===== src/rtl/pc_seq_if.sv =====
// pc_seq_if: control inputs and PC/RAS status outputs of the PC sequencer
interface pc_seq_if #(parameter int ADDR_W = 32);
    logic              stall;
    logic              redirect_en;
    logic [ADDR_W-1:0] redirect_pc;
    logic              jump_en;
    logic [ADDR_W-1:0] jump_target;
    logic              branch_en;
    logic [ADDR_W-1:0] branch_offset;
    logic              call_en;
    logic              ret_en;
    logic [ADDR_W-1:0] pc_curr;
    logic [ADDR_W-1:0] pc_prev;
    logic              pc_valid;
    logic              ras_empty;
    logic              ras_full;
    logic              ras_ovf;
    logic              ras_unf;
    modport master (
        output stall, redirect_en, redirect_pc, jump_en, jump_target,
               branch_en, branch_offset, call_en, ret_en,
        input  pc_curr, pc_prev, pc_valid, ras_empty, ras_full, ras_ovf, ras_unf
    );
    modport slave (
        input  stall, redirect_en, redirect_pc, jump_en, jump_target,
               branch_en, branch_offset, call_en, ret_en,
        output pc_curr, pc_prev, pc_valid, ras_empty, ras_full, ras_ovf, ras_unf
    );
endinterface


===== src/rtl/pc_sequencer.sv =====
// pc_sequencer: fetch PC generator with fixed-priority next-PC select and circular return-address stack
module pc_sequencer #(
    parameter int                ADDR_W    = 32,
    parameter logic [ADDR_W-1:0] RESET_PC  = '0,
    parameter int                PC_INC    = 4,
    parameter int                RAS_DEPTH = 4
) (
    input logic   clk,
    input logic   rst,
    pc_seq_if.slave bus
);
    localparam int PW = $clog2(RAS_DEPTH);
    localparam int CW = PW + 1;

    logic [ADDR_W-1:0] ras [RAS_DEPTH];
    logic [PW-1:0]     top, top_next;
    logic [CW-1:0]     cnt, cnt_next;
    logic [ADDR_W-1:0] pc_inc, pc_next;
    logic              empty, full, live, do_ret, do_call, do_pop;

    // next-PC selection and stack bookkeeping; live means the update is not held by stall
    always_comb begin
        pc_inc   = bus.pc_curr + ADDR_W'(PC_INC);
        empty    = cnt == '0;
        full     = cnt == CW'(RAS_DEPTH);
        live     = !bus.redirect_en && !bus.stall;
        do_ret   = live && bus.ret_en;
        do_call  = live && !bus.ret_en && bus.call_en;
        do_pop   = do_ret && !empty;
        pc_next  = bus.redirect_en ? bus.redirect_pc :
                   bus.stall ? bus.pc_curr :
                   bus.ret_en ? (empty ? pc_inc : ras[top]) :
                   (bus.call_en || bus.jump_en) ? bus.jump_target :
                   bus.branch_en ? bus.pc_curr + bus.branch_offset : pc_inc;
        cnt_next = bus.redirect_en ? '0 :
                   do_pop ? cnt - 1'b1 :
                   (do_call && !full) ? cnt + 1'b1 : cnt;
        top_next = do_pop ? top - 1'b1 : do_call ? top + 1'b1 : top;
    end

    // registered PC, stack pointer/count, status flags and one-cycle pulses
    always_ff @(posedge clk or posedge rst) begin
        if (rst) begin
            bus.pc_curr   <= RESET_PC;
            bus.pc_prev   <= RESET_PC;
            bus.pc_valid  <= 1'b0;
            bus.ras_empty <= 1'b1;
            bus.ras_full  <= 1'b0;
            bus.ras_ovf   <= 1'b0;
            bus.ras_unf   <= 1'b0;
            cnt           <= '0;
            top           <= '0;
        end else begin
            bus.pc_valid  <= 1'b1;
            bus.pc_curr   <= pc_next;
            if (bus.redirect_en || !bus.stall)
                bus.pc_prev <= bus.pc_curr;
            bus.ras_empty <= cnt_next == '0;
            bus.ras_full  <= cnt_next == CW'(RAS_DEPTH);
            bus.ras_ovf   <= do_call && full;
            bus.ras_unf   <= do_ret && empty;
            cnt           <= cnt_next;
            top           <= top_next;
        end
    end

    // stack storage; a push when full lands on the oldest slot, overwriting it
    always_ff @(posedge clk) begin
        if (do_call)
            ras[top_next] <= pc_inc;
    end
endmodule


===== src/flat_wrapper.sv =====
// flat-port wrapper written by rule: the top's interface ports become plain ports
module pc_sequencer_flat 
#(
    parameter int                ADDR_W    = 32,
    parameter logic [ADDR_W-1:0] RESET_PC  = '0,
    parameter int                PC_INC    = 4,
    parameter int                RAS_DEPTH = 4
)
  (clk, rst, bus_stall, bus_redirect_en, bus_redirect_pc, bus_jump_en, bus_jump_target, bus_branch_en, bus_branch_offset, bus_call_en, bus_ret_en, bus_pc_curr, bus_pc_prev, bus_pc_valid, bus_ras_empty, bus_ras_full, bus_ras_ovf, bus_ras_unf);
  pc_seq_if #(.ADDR_W(ADDR_W)) bus_i ();
  input logic clk;
  input logic rst;
  input wire logic [$bits(bus_i.stall)-1:0] bus_stall;
  input wire logic [$bits(bus_i.redirect_en)-1:0] bus_redirect_en;
  input wire logic [$bits(bus_i.redirect_pc)-1:0] bus_redirect_pc;
  input wire logic [$bits(bus_i.jump_en)-1:0] bus_jump_en;
  input wire logic [$bits(bus_i.jump_target)-1:0] bus_jump_target;
  input wire logic [$bits(bus_i.branch_en)-1:0] bus_branch_en;
  input wire logic [$bits(bus_i.branch_offset)-1:0] bus_branch_offset;
  input wire logic [$bits(bus_i.call_en)-1:0] bus_call_en;
  input wire logic [$bits(bus_i.ret_en)-1:0] bus_ret_en;
  output wire logic [$bits(bus_i.pc_curr)-1:0] bus_pc_curr;
  output wire logic [$bits(bus_i.pc_prev)-1:0] bus_pc_prev;
  output wire logic [$bits(bus_i.pc_valid)-1:0] bus_pc_valid;
  output wire logic [$bits(bus_i.ras_empty)-1:0] bus_ras_empty;
  output wire logic [$bits(bus_i.ras_full)-1:0] bus_ras_full;
  output wire logic [$bits(bus_i.ras_ovf)-1:0] bus_ras_ovf;
  output wire logic [$bits(bus_i.ras_unf)-1:0] bus_ras_unf;
  assign bus_i.stall = bus_stall;
  assign bus_i.redirect_en = bus_redirect_en;
  assign bus_i.redirect_pc = bus_redirect_pc;
  assign bus_i.jump_en = bus_jump_en;
  assign bus_i.jump_target = bus_jump_target;
  assign bus_i.branch_en = bus_branch_en;
  assign bus_i.branch_offset = bus_branch_offset;
  assign bus_i.call_en = bus_call_en;
  assign bus_i.ret_en = bus_ret_en;
  assign bus_pc_curr = bus_i.pc_curr;
  assign bus_pc_prev = bus_i.pc_prev;
  assign bus_pc_valid = bus_i.pc_valid;
  assign bus_ras_empty = bus_i.ras_empty;
  assign bus_ras_full = bus_i.ras_full;
  assign bus_ras_ovf = bus_i.ras_ovf;
  assign bus_ras_unf = bus_i.ras_unf;
  pc_sequencer #(.ADDR_W(ADDR_W), .RESET_PC(RESET_PC), .PC_INC(PC_INC), .RAS_DEPTH(RAS_DEPTH)) u_core (.clk(clk), .rst(rst), .bus(bus_i));
endmodule

===== config.mk =====
export PLATFORM = sky130hd
export DESIGN_NAME = pc_sequencer_flat
export DESIGN_NICKNAME = d
export VERILOG_FILES = /design/src/rtl/pc_seq_if.sv /design/src/rtl/pc_sequencer.sv /design/src/flat_wrapper.sv
export SDC_FILE = /design/constraint.sdc
export NUM_CORES = 1
export LEC_CHECK = 0
export BUFFER_PORTS_ARGS = -buffer_cell sky130_fd_sc_hd__buf_2
export CAP_MARGIN = 20
export CORE_MARGIN = 10
export CORE_UTILIZATION = 30
export CTS_CLUSTER_DIAMETER = 120
export CTS_CLUSTER_SIZE = 20
export DETAILED_ROUTE_END_ITERATION = 10
export GPL_TIMING_DRIVEN = 0
export PLACE_DENSITY_LB_ADDON = 0.15
export SETUP_SLACK_MARGIN = 0.02
export SYNTH_ARGS = -nofsm -noshare
export SYNTH_HDL_FRONTEND = slang
export SYNTH_SLANG_ARGS = --single-unit

===== constraint.sdc =====
create_clock -name clk -period 4.8 [get_ports clk]
set_clock_uncertainty 0.05 [all_clocks]
set_input_delay 0.96 -clock clk [delete_from_list [all_inputs] [get_ports clk]]
set_output_delay 0.96 -clock clk [all_outputs]
set_load 0.005 [all_outputs]

Word-level counts from Yosys, hierarchy flattened
Memory sizes are Yosys's and may differ from the RTL's.
Cells that the tools add are included.
{"block": "op_classes", "n_addsub": 6, "mul": 0, "div_mod_pow": 0, "order_cmp": 0, "eq_ne": 3, "shift": 0, "n_mux": 13, "n_bitwise": 0, "reduce_logical": 17}
{"cell": "$mux W32", "n": 6}
{"cell": "$add A32 B3 Y32 const B", "n": 1}
{"cell": "$add A32 B32 Y32", "n": 1}
{"cell": "$mux W3", "n": 3}
{"cell": "$logic_and A1 B1 Y1", "n": 8}
{"cell": "$eq A3 B3 Y1 const B", "n": 2}
{"cell": "$logic_not A3 Y1", "n": 2}
{"cell": "$logic_not A1 Y1", "n": 5}
{"cell": "$mux W2", "n": 2}
{"cell": "$add A3 B1 Y3 const B", "n": 1}
{"cell": "$sub A3 B1 Y3 const B", "n": 1}
{"cell": "$add A2 B1 Y2 const B", "n": 1}
{"cell": "$logic_or A1 B1 Y1", "n": 2}
{"cell": "$mux W1", "n": 2}
{"cell": "$ne A2 B1 Y1 const B", "n": 1}
{"cell": "$sub A2 B1 Y2 const B", "n": 1}
{"block": "word_totals", "ff_bits": 74, "latch_bits": 0, "mem_bits_rw": 128, "romBits": 0, "wordCells": 49, "memories": 1}
{"name": "u_core.ras", "words": 4, "width": 32, "rd": 1, "rd_clocked_by_memory_dff": 0, "write_ports": 1, "line_no": "pc_sequencer.sv:15", "source": "logic [ADDR_W-1:0] ras [RAS_DEPTH];"}

Longest topological paths before layout
{"block": "logic_depth", "word_depth": 9, "ltp_mapped": 11, "depth_no_buf": 11}

Least setup slack after synthesis
Ideal clock, no wire load.
{"block": "synth_path", "kind": "in2reg", "startpoint": "input bus_ret_en", "endpoint": "memory u_core.ras[2][0] (enable)", "arrival_time_ns": 4.191, "slack_ns": 0.091, "cell_stages": 5, "n_path_buf": 2, "path_cell_list": "clkbuf_1 > nor3_1 > clkbuf_1 > nand2_1 > nor3b_1"}
{"block": "synth_between", "elab_chain_len": 5}
{"item": "start, declared", "line_no": "flat_wrapper.sv:21", "source": "input wire logic [$bits(bus_i.ret_en)-1:0] bus_ret_en;"}
{"item": "$logic_not A1 Y1", "line_no": "pc_sequencer.sv:28", "source": "do_call = live && !bus.ret_en && bus.call_en;"}
{"item": "$logic_and A1 B1 Y1 (2 in series)", "line_no": "pc_sequencer.sv:28"}
{"item": "$mux W2 / $mux W1 (equally long branches)", "line_no": "pc_sequencer.sv:38, pc_sequencer.sv:69"}
{"item": "$mux W2 / $mux W1 (equally long branches)", "line_no": "pc_sequencer.sv:38, pc_sequencer.sv:70"}
{"item": "end, declared", "line_no": "pc_sequencer.sv:15"}
Several ways; a longest one is shown, not always the timed one.

Worst setup path in the final report
{"block": "layout_path", "startpoint": "register u_core.bus.pc_curr[4]", "endpoint": "register u_core.bus.pc_curr[21]"}
{"block": "layout_between", "elab_chain_len": 6}
{"item": "start, declared", "line_no": "pc_seq_if.sv:27", "source": "output pc_curr, pc_prev, pc_valid, ras_empty, ras_full, ras_ovf, ras_unf"}
{"item": "start signal, assigned", "line_no": "pc_sequencer.sv:55", "source": "bus.pc_curr <= pc_next;"}
{"item": "$add A32 B3 Y32 / $add A32 B32 Y32 (equally long branches)", "line_no": "pc_sequencer.sv:23, pc_sequencer.sv:34"}
{"item": "$mux W32", "line_no": "pc_sequencer.sv:34", "source": "bus.branch_en ? bus.pc_curr + bus.branch_offset : pc_inc;"}
{"item": "$mux W32", "line_no": "pc_sequencer.sv:33", "source": "(bus.call_en || bus.jump_en) ? bus.jump_target :"}
{"item": "$mux W32 *", "line_no": "pc_sequencer.sv:32", "source": "bus.ret_en ? (empty ? pc_inc : ras[top]) :"}
{"item": "$mux W32 *", "line_no": "pc_sequencer.sv:31", "source": "bus.stall ? bus.pc_curr :"}
{"item": "$mux W32 *", "line_no": "pc_sequencer.sv:30", "source": "pc_next = bus.redirect_en ? bus.redirect_pc :"}
Every way passes the cells marked *; elsewhere a longest branch is shown, timed or not. The select of a mux whose other input is x is not followed.
A chain may end at the register's enable or synchronous reset.

==> results.yml <==
placed_design:
  dpl.hpwl_um: 32680
  place_area_mm2: 0.01278
  port_buffers: 171
  place_inst: 1613
  pre_cts_ws_ns: 0.8180
  gp_congestion: 0.8879
logic_synthesis:
  async_flop_share_pct: 36.63
  muxShareOfSynthArea_pct: 10.88
  synthFlopType: "edfxtp_1"
  synth_top_area_share_pct: 34.44
  yosysSeqAreaShare_pct: 51.05
  synth_edf_count: 128
  synth_commonest_cells: "edfxtp_1, dfrtp_1, nor2_1"
  ys.warnings.count: 0
  netlist_area_mm2: 0.01116
  yosysTopAreaCell: "edfxtp_1"
  synth_xor_xnor_area_share_pct: 3.991
  syn_inst: 963
  ys_types: 84
  synthAdderAreaFrac_pct: 4.104
  synth_compound_area_share_pct: 15.33
  syn-num-nets: 1103
  ys_ff_latch: 202
  syn_avg_cell_area_um2: 11.59
  synth_top_family_by_area: "compound AO/OA/AOI/OAI gates"
  synth_area_leaders: "edfxtp_1, dfrtp_1, mux4_2"
  synth-simple-area-share_pct: 12.00
  yosysMostFrequentCell: "edfxtp_1"
run:
  maxCapViolCount: 0
timing:
  slew_viol_final: 0
  finalHoldViolations: 0
  fmax_ghz: 0.2769
  max_slew_margin_pct: 28.73
  rsz0062_at_grt: "no"
  worst-slew-pin-transition_ns: 1.069
  finalSetupViolations: 0
  fin_ws_ns: 1.189
  final.min_clock_period_ns: 3.611
  post-route-period-util_pct: 75.24
layout:
  drive_gt1_share_pct: 25.04
  area_delta_synth_final_pct: 18.45
  fin_area_mm2: 0.01322
  fillers: 3665
  nNetsFinal: 1302
  finalNonFillerCells: 1640
critical_path:
  cp_slowest_cell: "nor3_1"
  cp-end-kind: "flip-flop"
  r2r_slack_ns: 1.19
  cp_top_family: "compound AO/OA/AOI/OAI gates"
  cp-start-kind: "flip-flop"
  cp_num_buf_inv: 0
  crit_start: "u_core.bus.pc_curr[4]$_DFFE_PP0P_"
  slowest_delay_ns: 0.65
  cp_cell_sequence: "ha_1 -> and3_1 -> a31oi_1 -> a21boi_1 -> o2111ai_1 -> a2111oi_0 -> nor3_1 -> xor2_1 -> o21ai_1"
  cp_max_fo: 10
  worstSetupPathType: "reg -> reg"
  cp.required_ns: 5.11
  r2r-end: "u_core.bus.pc_curr[21]$_DFFE_PP0P_"
  r2r_cells: 9
  crit_arrival_ns: 3.92
  timing.rr.start: "u_core.bus.pc_curr[4]$_DFFE_PP0P_"
detailed_routing:
  avgViaCountPerCell: 5.545
  drt_wl_total_um: 43720
  drtAntennaViolNets: 0
  wl_per_cell_um: 26.66
  drc: 0
  drtIter0Drc: 826
  dr.pass1.iters: 6
  dr_total_vias: 9093
clocking:
  clkTransAtPathRegs_ns: 0.09
  clk_latency_ns: 0.49
  postCtsHoldBufs: 0
  cts_tree: "done"
  clock_path_buffers: 3
  cts_root_buf: "clkbuf_16"
  cts.htree.levels: 1
  cts_resized: 0
  cts_setup_buffers: 0
  cts_buffers: 14
  cts_sinks: 202
status:
  status: "finished, final reports clean"
global_routing:
  grt_max_degree: 58
  grt_pass1_wl_um: 63310
  grt-ovfl-total: 0
  grt_pass1_vias: 9237
  antenna_found_initial: 1
  grt.total_usage_pct: 18.94
floorplan:
  dieHeight_um: 212.9
  die_x_um: 212.9
  io_pins: 173
  initial_core_util_pct: 30.41
  core_region_area_mm2: 0.03670
  row_count: 70
  dieArea_mm2: 0.04531
pwr:
  power.total_uw: 5370
  p_leak_uw: 0.005075
  p_per_area_mw_per_mm2: 406.2
  ir_drop_uv: 157.1
min_path:
  hold_class: "in -> async"
==> area by class of cell <==
class / count / area [um^2] / share of cell area (%)
Timing Repair Buffer: 183 / 1022 / 7.733
Multi-Input combinational cell: 687 / 5189 / 39.25
Buffer: 53 / 214.0 / 1.619
Sequential cell: 202 / 5697 / 43.10
Inverter: 21 / 81.33 / 0.6152
Clock inverter: 1 / 20.02 / 0.1514
Clock buffer: 23 / 405.4 / 3.067
Antenna cell: 2 / 5.005 / 0.03786
Tap cell: 468 / 585.6 / 4.430
==> per-layer routing <==
| layer | GRT usage [%] | up-vias | share of wire (%) |
|---|---|---|---|
| met5 | 0 | - | 0 |
| met4 | 5.318 | 0 | 2.4 |
| met3 | 2.742 | 50 | 6.1 |
| met2 | 32.01 | 333 | 49 |
| met1 | 24.69 | 4617 | 42 |
| li1 | - | 4093 | - |
==> flip-flops by register name, indices dropped and copies added, names as in the netlist <==
register	count
u_core.bus.pc_valid	1
u_core.ras	128
u_core.cnt	3
u_core.bus.ras_empty	1
u_core.top	2
u_core.bus.pc_prev	32
u_core.bus.pc_curr	32
u_core.bus.ras_ovf	1
u_core.bus.ras_full	1
u_core.bus.ras_unf	1
==> how the worst max path moves through the flow <==
stage                                    endpoint  slack [ns]  cells past startpoint
2_1_floorplan          u_core.ras[2][0]$_DFFE_PP_        0.09                      5
3_3_place_gp          u_core.ras[2][12]$_DFFE_PP_       -2.92                      5
3_5_place_dp   u_core.bus.pc_curr[16]$_DFFE_PP0P_        0.82                     12
4_1_cts        u_core.bus.pc_curr[21]$_DFFE_PP0P_        1.29                      9
5_1_grt        u_core.bus.pc_curr[21]$_DFFE_PP0P_        1.08                      9
6_report       u_core.bus.pc_curr[21]$_DFFE_PP0P_        1.19                      9
==> cells by family (layout without fill, tap and decap cells) <==
logic type      after synthesis  in the layout
simple gates                272            272
buf+inv                      74            281
compound gates              251            251
flops                       202            202
other cells                   1              3
mux                          77             77
fa+ha+maj                    36             36
xor+xnor                     50             50
==> stage by stage <==
step	utilization (%)	hold WS (ns)	TNS (ns)
after global placement	34.34	0.4346	-192.89
after floorplan	-	0.4555	0
after detailed placement	34.83	0.4399	0
after global routing	36.01	0.3542	0
final	36.02	0.3522	0
after CTS	35.99	0.3524	0
==> cell usage in the layout, fill, tap and decap left out, drive strengths merged, types with 5 or more instances in the layout <==
cell / count
nand2b: 6
mux4: 32
a221oi: 16
mux2i: 11
buf: 196
and3: 18
nor2b: 6
xnor2: 34
o31ai: 6
nor3: 20
o221ai: 5
inv: 22
a21o: 19
a211oi: 17
ha: 35
o21ai: 54
xor2: 16
mux2: 34
nand3: 28
o211ai: 6
a221o: 5
a31oi: 7
clkbuf: 63
nor2: 73
nand4: 12
a22oi: 18
dfrtp: 73
and2: 9
a21oi: 53
or3: 8
nand2: 71
edfxtp: 128
==> where the power goes <==
part / switching [uW] / leakage (uW) / internal [uW]
Sequential: 164 / 0.00205 / 2040
Combinational: 1130 / 0.00282 / 781
Clock: 657 / 0.000204 / 596
No activity file was read; power rests on OpenSTA's default activity.
